**src/rtl/spi_bits_master.sv**
```systemverilog
// ---------------------------------------------------------------------------
// spi_bits_master
//   SPI master for the register-bit access protocol of the FPGA's SPI
//   bit-register slave.  Mode 3 (SCK idles high, MOSI launched on the
//   falling edge, MISO sampled on the rising edge), LSB first.
//   Frame: 15-bit byte address, 1 R/W bit (1 = read), then N data bits.
//
// Ports
//   clk, rst        system clock, synchronous active-high reset
//   cmd_valid/ready command handshake; transfer when both are high on a
//                   rising clk edge.  cmd_ready is high only in IDLE, and
//                   cmd_valid is ignored at all other times.
//   cmd_rw          1 = read, 0 = write
//   cmd_addr        15-bit byte address
//   cmd_len         data bit count N (0 = header only, clamped to DATA_W)
//   cmd_wdata       write data, bit 0 sent first
//   rsp_valid       one-cycle pulse when the frame is complete
//   rsp_rdata       read data (bit i = i-th received bit), held until the
//                   next accept; zero for writes and above bit N-1
//   busy            high from accept until rsp_valid
//   spi_cs          chip select, active low
//   spi_sck         SPI clock
//   spi_mosi        master -> slave data
//   spi_miso        slave -> master data (asynchronous)
//   dbg_state       current FSM state, for observation
// ---------------------------------------------------------------------------
module spi_bits_master #(
    parameter int HALF_DIV = 8,
    parameter int DATA_W   = 32,
    parameter int LEN_W    = 6
) (
    input  logic              clk,
    input  logic              rst,
    input  logic              cmd_valid,
    output logic              cmd_ready,
    input  logic              cmd_rw,
    input  logic [14:0]       cmd_addr,
    input  logic [LEN_W-1:0]  cmd_len,
    input  logic [DATA_W-1:0] cmd_wdata,
    output logic              rsp_valid,
    output logic [DATA_W-1:0] rsp_rdata,
    output logic              busy,
    output logic              spi_cs,
    output logic              spi_sck,
    output logic              spi_mosi,
    input  logic              spi_miso,
    output logic [2:0]        dbg_state
);

    localparam int FRAME_W = 16 + DATA_W;
    localparam int BIT_W   = $clog2(FRAME_W + 1);
    localparam int DIV_W   = $clog2(HALF_DIV);
    localparam int IDX_W   = $clog2(DATA_W);

    typedef enum logic [2:0] {
        S_IDLE  = 3'd0,
        S_SETUP = 3'd1,
        S_LOW   = 3'd2,
        S_HIGH  = 3'd3,
        S_HOLD  = 3'd4,
        S_GAP   = 3'd5
    } state_t;

    state_t               state_q,     state_d;
    logic [DIV_W-1:0]     div_q,       div_d;
    logic [BIT_W-1:0]     bit_q,       bit_d;
    logic [BIT_W-1:0]     last_q,      last_d;
    logic                 rw_q,        rw_d;
    logic [FRAME_W-1:0]   shift_q,     shift_d;
    logic [DATA_W-1:0]    rdata_q,     rdata_d;
    logic                 rsp_valid_q, rsp_valid_d;
    logic                 cs_q,        cs_d;
    logic                 sck_q,       sck_d;
    logic                 mosi_q,      mosi_d;
    logic                 miso_s1_q,   miso_s2_q;

    logic                 tick;
    logic [LEN_W-1:0]     len_eff;
    logic [DATA_W-1:0]    data_sel;
    logic [IDX_W-1:0]     data_idx;

    // MISO comes from another clock domain; two flops before use.
    always_ff @(posedge clk) begin
        if (rst) begin
            miso_s1_q <= 1'b0;
            miso_s2_q <= 1'b0;
        end else begin
            miso_s1_q <= spi_miso;
            miso_s2_q <= miso_s1_q;
        end
    end

    always_ff @(posedge clk) begin
        if (rst) begin
            state_q     <= S_IDLE;
            div_q       <= '0;
            bit_q       <= '0;
            last_q      <= '0;
            rw_q        <= 1'b0;
            shift_q     <= '0;
            rdata_q     <= '0;
            rsp_valid_q <= 1'b0;
            cs_q        <= 1'b1;
            sck_q       <= 1'b1;
            mosi_q      <= 1'b0;
        end else begin
            state_q     <= state_d;
            div_q       <= div_d;
            bit_q       <= bit_d;
            last_q      <= last_d;
            rw_q        <= rw_d;
            shift_q     <= shift_d;
            rdata_q     <= rdata_d;
            rsp_valid_q <= rsp_valid_d;
            cs_q        <= cs_d;
            sck_q       <= sck_d;
            mosi_q      <= mosi_d;
        end
    end

    always_comb begin
        tick     = (div_q == DIV_W'(HALF_DIV - 1));
        len_eff  = (cmd_len > LEN_W'(DATA_W)) ? LEN_W'(DATA_W) : cmd_len;
        // Reads put zeros on MOSI during the data phase.
        data_sel = cmd_rw ? '0 : cmd_wdata;
        data_idx = IDX_W'(bit_q - BIT_W'(16));

        state_d     = state_q;
        div_d       = div_q + DIV_W'(1);
        bit_d       = bit_q;
        last_d      = last_q;
        rw_d        = rw_q;
        shift_d     = shift_q;
        rdata_d     = rdata_q;
        rsp_valid_d = 1'b0;
        cs_d        = cs_q;
        sck_d       = sck_q;
        mosi_d      = mosi_q;

        case (state_q)
            S_IDLE: begin
                div_d  = '0;
                cs_d   = 1'b1;
                sck_d  = 1'b1;
                mosi_d = 1'b0;
                if (cmd_valid) begin
                    state_d = S_SETUP;
                    rw_d    = cmd_rw;
                    // Index of the final frame bit: 16 header bits + N data bits.
                    last_d  = BIT_W'(15) + BIT_W'(len_eff);
                    bit_d   = '0;
                    shift_d = {data_sel, cmd_rw, cmd_addr};
                    rdata_d = '0;
                    cs_d    = 1'b0;
                    mosi_d  = cmd_addr[0];
                end
            end
            S_SETUP: begin
                if (tick) begin
                    state_d = S_LOW;
                    div_d   = '0;
                    sck_d   = 1'b0;
                    mosi_d  = shift_q[0];
                end
            end
            S_LOW: begin
                if (tick) begin
                    state_d = S_HIGH;
                    div_d   = '0;
                    sck_d   = 1'b1;
                    // Sample on the same edge that raises SCK.
                    if (rw_q && (bit_q >= BIT_W'(16))) begin
                        rdata_d[data_idx] = miso_s2_q;
                    end
                end
            end
            S_HIGH: begin
                if (tick) begin
                    div_d = '0;
                    if (bit_q == last_q) begin
                        state_d = S_HOLD;
                    end else begin
                        state_d = S_LOW;
                        sck_d   = 1'b0;
                        bit_d   = bit_q + BIT_W'(1);
                        shift_d = shift_q >> 1;
                        mosi_d  = shift_q[1];
                    end
                end
            end
            S_HOLD: begin
                if (tick) begin
                    state_d = S_GAP;
                    div_d   = '0;
                    cs_d    = 1'b1;
                    mosi_d  = 1'b0;
                end
            end
            S_GAP: begin
                if (tick) begin
                    state_d     = S_IDLE;
                    div_d       = '0;
                    rsp_valid_d = 1'b1;
                end
            end
            default: begin
                state_d = S_IDLE;
                div_d   = '0;
                cs_d    = 1'b1;
                sck_d   = 1'b1;
                mosi_d  = 1'b0;
            end
        endcase
    end

    assign cmd_ready = (state_q == S_IDLE);
    assign busy      = (state_q != S_IDLE);
    assign rsp_valid = rsp_valid_q;
    assign rsp_rdata = rdata_q;
    assign spi_cs    = cs_q;
    assign spi_sck   = sck_q;
    assign spi_mosi  = mosi_q;
    assign dbg_state = state_q;

endmodule
```
**config.mk**
```make
export PLATFORM = sky130hd
export DESIGN_NAME = spi_bits_master
export DESIGN_NICKNAME = d
export VERILOG_FILES = /design/src/rtl/spi_bits_master.sv
export SDC_FILE = /design/constraint.sdc
export NUM_CORES = 1
export LEC_CHECK = 0
export ABC_AREA = 1
export BUFFER_PORTS_ARGS = -buffer_cell sky130_fd_sc_hd__buf_2
export CAP_MARGIN = 20
export CELL_PAD_IN_SITES_DETAIL_PLACEMENT = 1
export CELL_PAD_IN_SITES_GLOBAL_PLACEMENT = 2
export CORE_ASPECT_RATIO = 2
export CORE_MARGIN = 2
export CORE_UTILIZATION = 32
export DETAILED_ROUTE_END_ITERATION = 10
export HOLD_SLACK_MARGIN = 0.08
export PLACE_DENSITY = 0.94
export REMOVE_ABC_BUFFERS = 1
export SYNTH_ARGS = -nofsm -noshare
export SYNTH_HDL_FRONTEND = slang
export SYNTH_SLANG_ARGS = --single-unit
```
**constraint.sdc**
```tcl
create_clock -name clk -period 2.8 [get_ports clk]
set_input_delay 0.56 -clock clk [delete_from_list [all_inputs] [get_ports clk]]
set_output_delay 0.56 -clock clk [all_outputs]
set_load 0.05 [all_outputs]
```
==> qor.txt <==
highest net fanout along the worst path -> 60
arrival time at the worst endpoint -> 2.60 ns
global route total overflow -> 0
share of synthesized flip-flops with an asynchronous set or reset -> 0%
largest net degree at the start of global routing -> 85
post-route standard cell area excluding fillers -> 0.00638 mm^2
number of port buffers -> 98
Comb power frac -> 39.5%
kind of start point of the critical path -> flop
share of synthesized area occupied by flip-flops and latches -> 37.9%
worst setup slack before clock tree synthesis -> 0.475 ns
post-CTS setup buffers -> 0
most frequently used flop master after synthesis -> sky130_fd_sc_hd__dfxtp_1
root cell of the clock tree -> sky130_fd_sc_hd__clkbuf_16
Tot Pwr -> 5.42 mW
antenna violation net count after detailed routing -> 0
count of nets after finishing -> 982
share of layout cells above drive strength 1 -> 15.8%
IO Count -> 99
number of buffers inserted for hold repair after clock tree synthesis -> 0
most frequent cell after synthesis -> sky130_fd_sc_hd__nand2_1
Die ar. -> 0.0185 mm^2
All-Layer GR Usage -> 17.7%
Max rail drop VDD -> 0.000711 V
flops & latches, synth -> 105
Critical Path End Type -> flop
depth of the CTS H-tree -> 3
Net Switching -> 2.28 mW
worst slack on hold paths -> 0.402 ns
reported leakage power -> 2.88 nW
area share of the leading cell type in the synthesized netlist -> 37.9%
initial antenna violation count -> 0
clock sink count -> 105
final weighted congestion of routability-driven global placement -> 0.779
CP Data Required Time -> 3.09 ns
drt total wl -> 16,000 um
post-detailed-placement half-perimeter wirelength -> 10,600 um
min cycle time layout -> 2.32 ns
critical path start-end classification -> flop to flop
power density cells -> 850 mW/mm^2
placed cell areas -> 0.00607 mm^2
number of antenna diodes -> 0
clock share of power -> 24.5%
status -> completed
switching part of the total power -> 42.0%
utilization after layout -> 37.3%
worst slew margin relative to its limit -> 50.8%
initial detailed-routing violation count -> 213
final worst slack -> 0.485 ns
Synth area leaders -> sky130_fd_sc_hd__dfxtp_1 (38%), sky130_fd_sc_hd__nand2_1 (12%), sky130_fd_sc_hd__a21oi_1 (8.9%)
global-route wire length before repair -> 27,600 um
mapped cell area -> 0.00555 mm^2
cell internal power dissipation -> 3.14 mW
Worst Max-Slew Pin Slew -> 0.737 ns
final setup vio count -> 0
Post-synth top cells -> sky130_fd_sc_hd__nand2_1 (175), sky130_fd_sc_hd__dfxtp_1 (105), sky130_fd_sc_hd__nor2_1 (102), sky130_fd_sc_hd__a21oi_1 (99)
DRC violations left -> 0
area overhead of the layout relative to synthesis -> 14.8%
average size of a mapped cell -> 6.49 um^2
vias -> 5,709
max-cap violations -> 0
overall die width -> 97.1 um
Synth warnings -> 0
first-pass detailed-route iteration total -> 4
Post-Route Skew -> 0.0166 ns
wire length per cell after detailed routing -> 14.2 um
Longest Clk Path Bufs -> 2
sequential share of power -> 36.0%
# resized after CTS -> 0
number of cells produced by synthesis -> 856
Tightest Hold Check Type -> input pin to flop
synth unique cells -> 32
number of synthesized flops with an enable pin -> 0
Hold Vio Cnt, Final -> 0
FMAX -> 432 MHz
TritonCTS buffer count -> 9
clock latency on the worst-skew pair -> 0.36 ns
pins over their slew limit -> 0
via-per-instance ratio -> 5.04
clock transition at the registers of the reported paths -> 0.08 ns
fraction of the cycle the final worst path needs -> 82.7%
CTS tree -> done
initial core utilization -> 32.5%
setup repair after global routing missed its margin -> no
vertical extent of the die -> 190 um
core area -> 0.0171 mm^2
cell accounting for the most synthesized area -> sky130_fd_sc_hd__dfxtp_1
vias in the first global route -> 5,709
number of placement rows -> 68
-- power by group through the flow --
| stage | clock, mW | sequential [mW] | combinational (mW) |
|---|---|---|---|
| finish | 1.33 | 1.95 | 2.14 |
| floorplan | 0 | 2.04 | 1.47 |
| global route | 1.42 | 1.99 | 2.47 |
| CTS | 1.37 | 1.95 | 2.17 |
| global placement | 0 | 1.97 | 2.09 |
| detailed placement | 0 | 1.98 | 2.15 |
-- layer usage --
layer  global-route usage (%)  routed length (um)
met5                        0                   0
met4                     5.04                 216
met3                     2.16                 433
met2                     30.2                7700
met1                     23.5                7690
-- metrics by stage --
| step | std cells | setup TNS (ns) |
|---|---|---|
| floorplan | 797 | -26.36 |
| global placement | 1116 | 0 |
| detailed placement | 1116 | 0 |
| CTS | 1132 | 0 |
| global route | 1132 | 0 |
| finish | 1132 | 0 |
-- worst paths after layout --
path / start / endpoint / slack (ns) / cells after the start
worst max-delay path: bit_q[2] / bit_q[2] / 0.48 / 9
worst min-delay path: spi_miso / miso_s1_q / 0.40 / 3
worst max register to register: bit_q[2] / bit_q[2] / 0.48 / 9
worst min register to register: miso_s1_q / miso_s2_q / 0.41 / 2
-- cell type report --
cell class,count,area (um^2)
clock buffers,11,243
flip-flops and latches,105,2100
well taps,210,263
inverters,78,293
repair buffers,109,573
multi-input cells,614,2840
fillers,2251,10700
clock inverters,5,61.3
-- cells by family (layout without fill, tap and decap cells) --
kind of cell,count (synthesis),in the layout,synth area share [%]
flops,105,105,37.9
xor+xnor,3,3,0.473
simple gates,393,393,29.9
compound gates,211,211,19.2
fa+ha+maj,7,7,1.58
buf+inv,137,203,11.0
-- flip-flops by register name (all words and copies together) (netlist names), 3 cells and up --
name	count
dbg_state	3
bit_q	6
div_q	3
rsp_rdata	32
shift_q	48
last_q	6
-- layout by cell type (no fill, tap or decap), types with 2 or more instances in the layout --
| master | count |
|---|---|
| sky130_fd_sc_hd__nand2_2 | 6 |
| sky130_fd_sc_hd__nand3b_1 | 2 |
| sky130_fd_sc_hd__buf_4 | 11 |
| sky130_fd_sc_hd__nand2_1 | 175 |
| sky130_fd_sc_hd__ha_1 | 7 |
| sky130_fd_sc_hd__nor2_1 | 102 |
| sky130_fd_sc_hd__o21ai_0 | 98 |
| sky130_fd_sc_hd__nand2_4 | 2 |
| sky130_fd_sc_hd__inv_6 | 2 |
| sky130_fd_sc_hd__inv_2 | 10 |
| sky130_fd_sc_hd__a21oi_1 | 99 |
| sky130_fd_sc_hd__nor2_2 | 2 |
| sky130_fd_sc_hd__nand3_1 | 98 |
| sky130_fd_sc_hd__dfxtp_1 | 105 |
| sky130_fd_sc_hd__xnor2_1 | 2 |
| sky130_fd_sc_hd__inv_1 | 67 |
| sky130_fd_sc_hd__buf_2 | 98 |
| sky130_fd_sc_hd__nand4_1 | 3 |
| sky130_fd_sc_hd__o21ai_1 | 9 |
| sky130_fd_sc_hd__clkbuf_16 | 9 |
-- worst max-delay path, stage by stage (launching register included) --
cell and delay (ns):
sky130_fd_sc_hd__dfxtp_1 0.51, sky130_fd_sc_hd__nand2_1 0.11, sky130_fd_sc_hd__nand2_1 0.08, sky130_fd_sc_hd__nor2_2 0.05
sky130_fd_sc_hd__nand3_1 0.07, sky130_fd_sc_hd__nand2_1 0.08, sky130_fd_sc_hd__nand2_2 0.39, sky130_fd_sc_hd__buf_4 0.58
sky130_fd_sc_hd__nand3_1 0.15, sky130_fd_sc_hd__a21oi_1 0.17
Power figures use the tool's default switching activity.
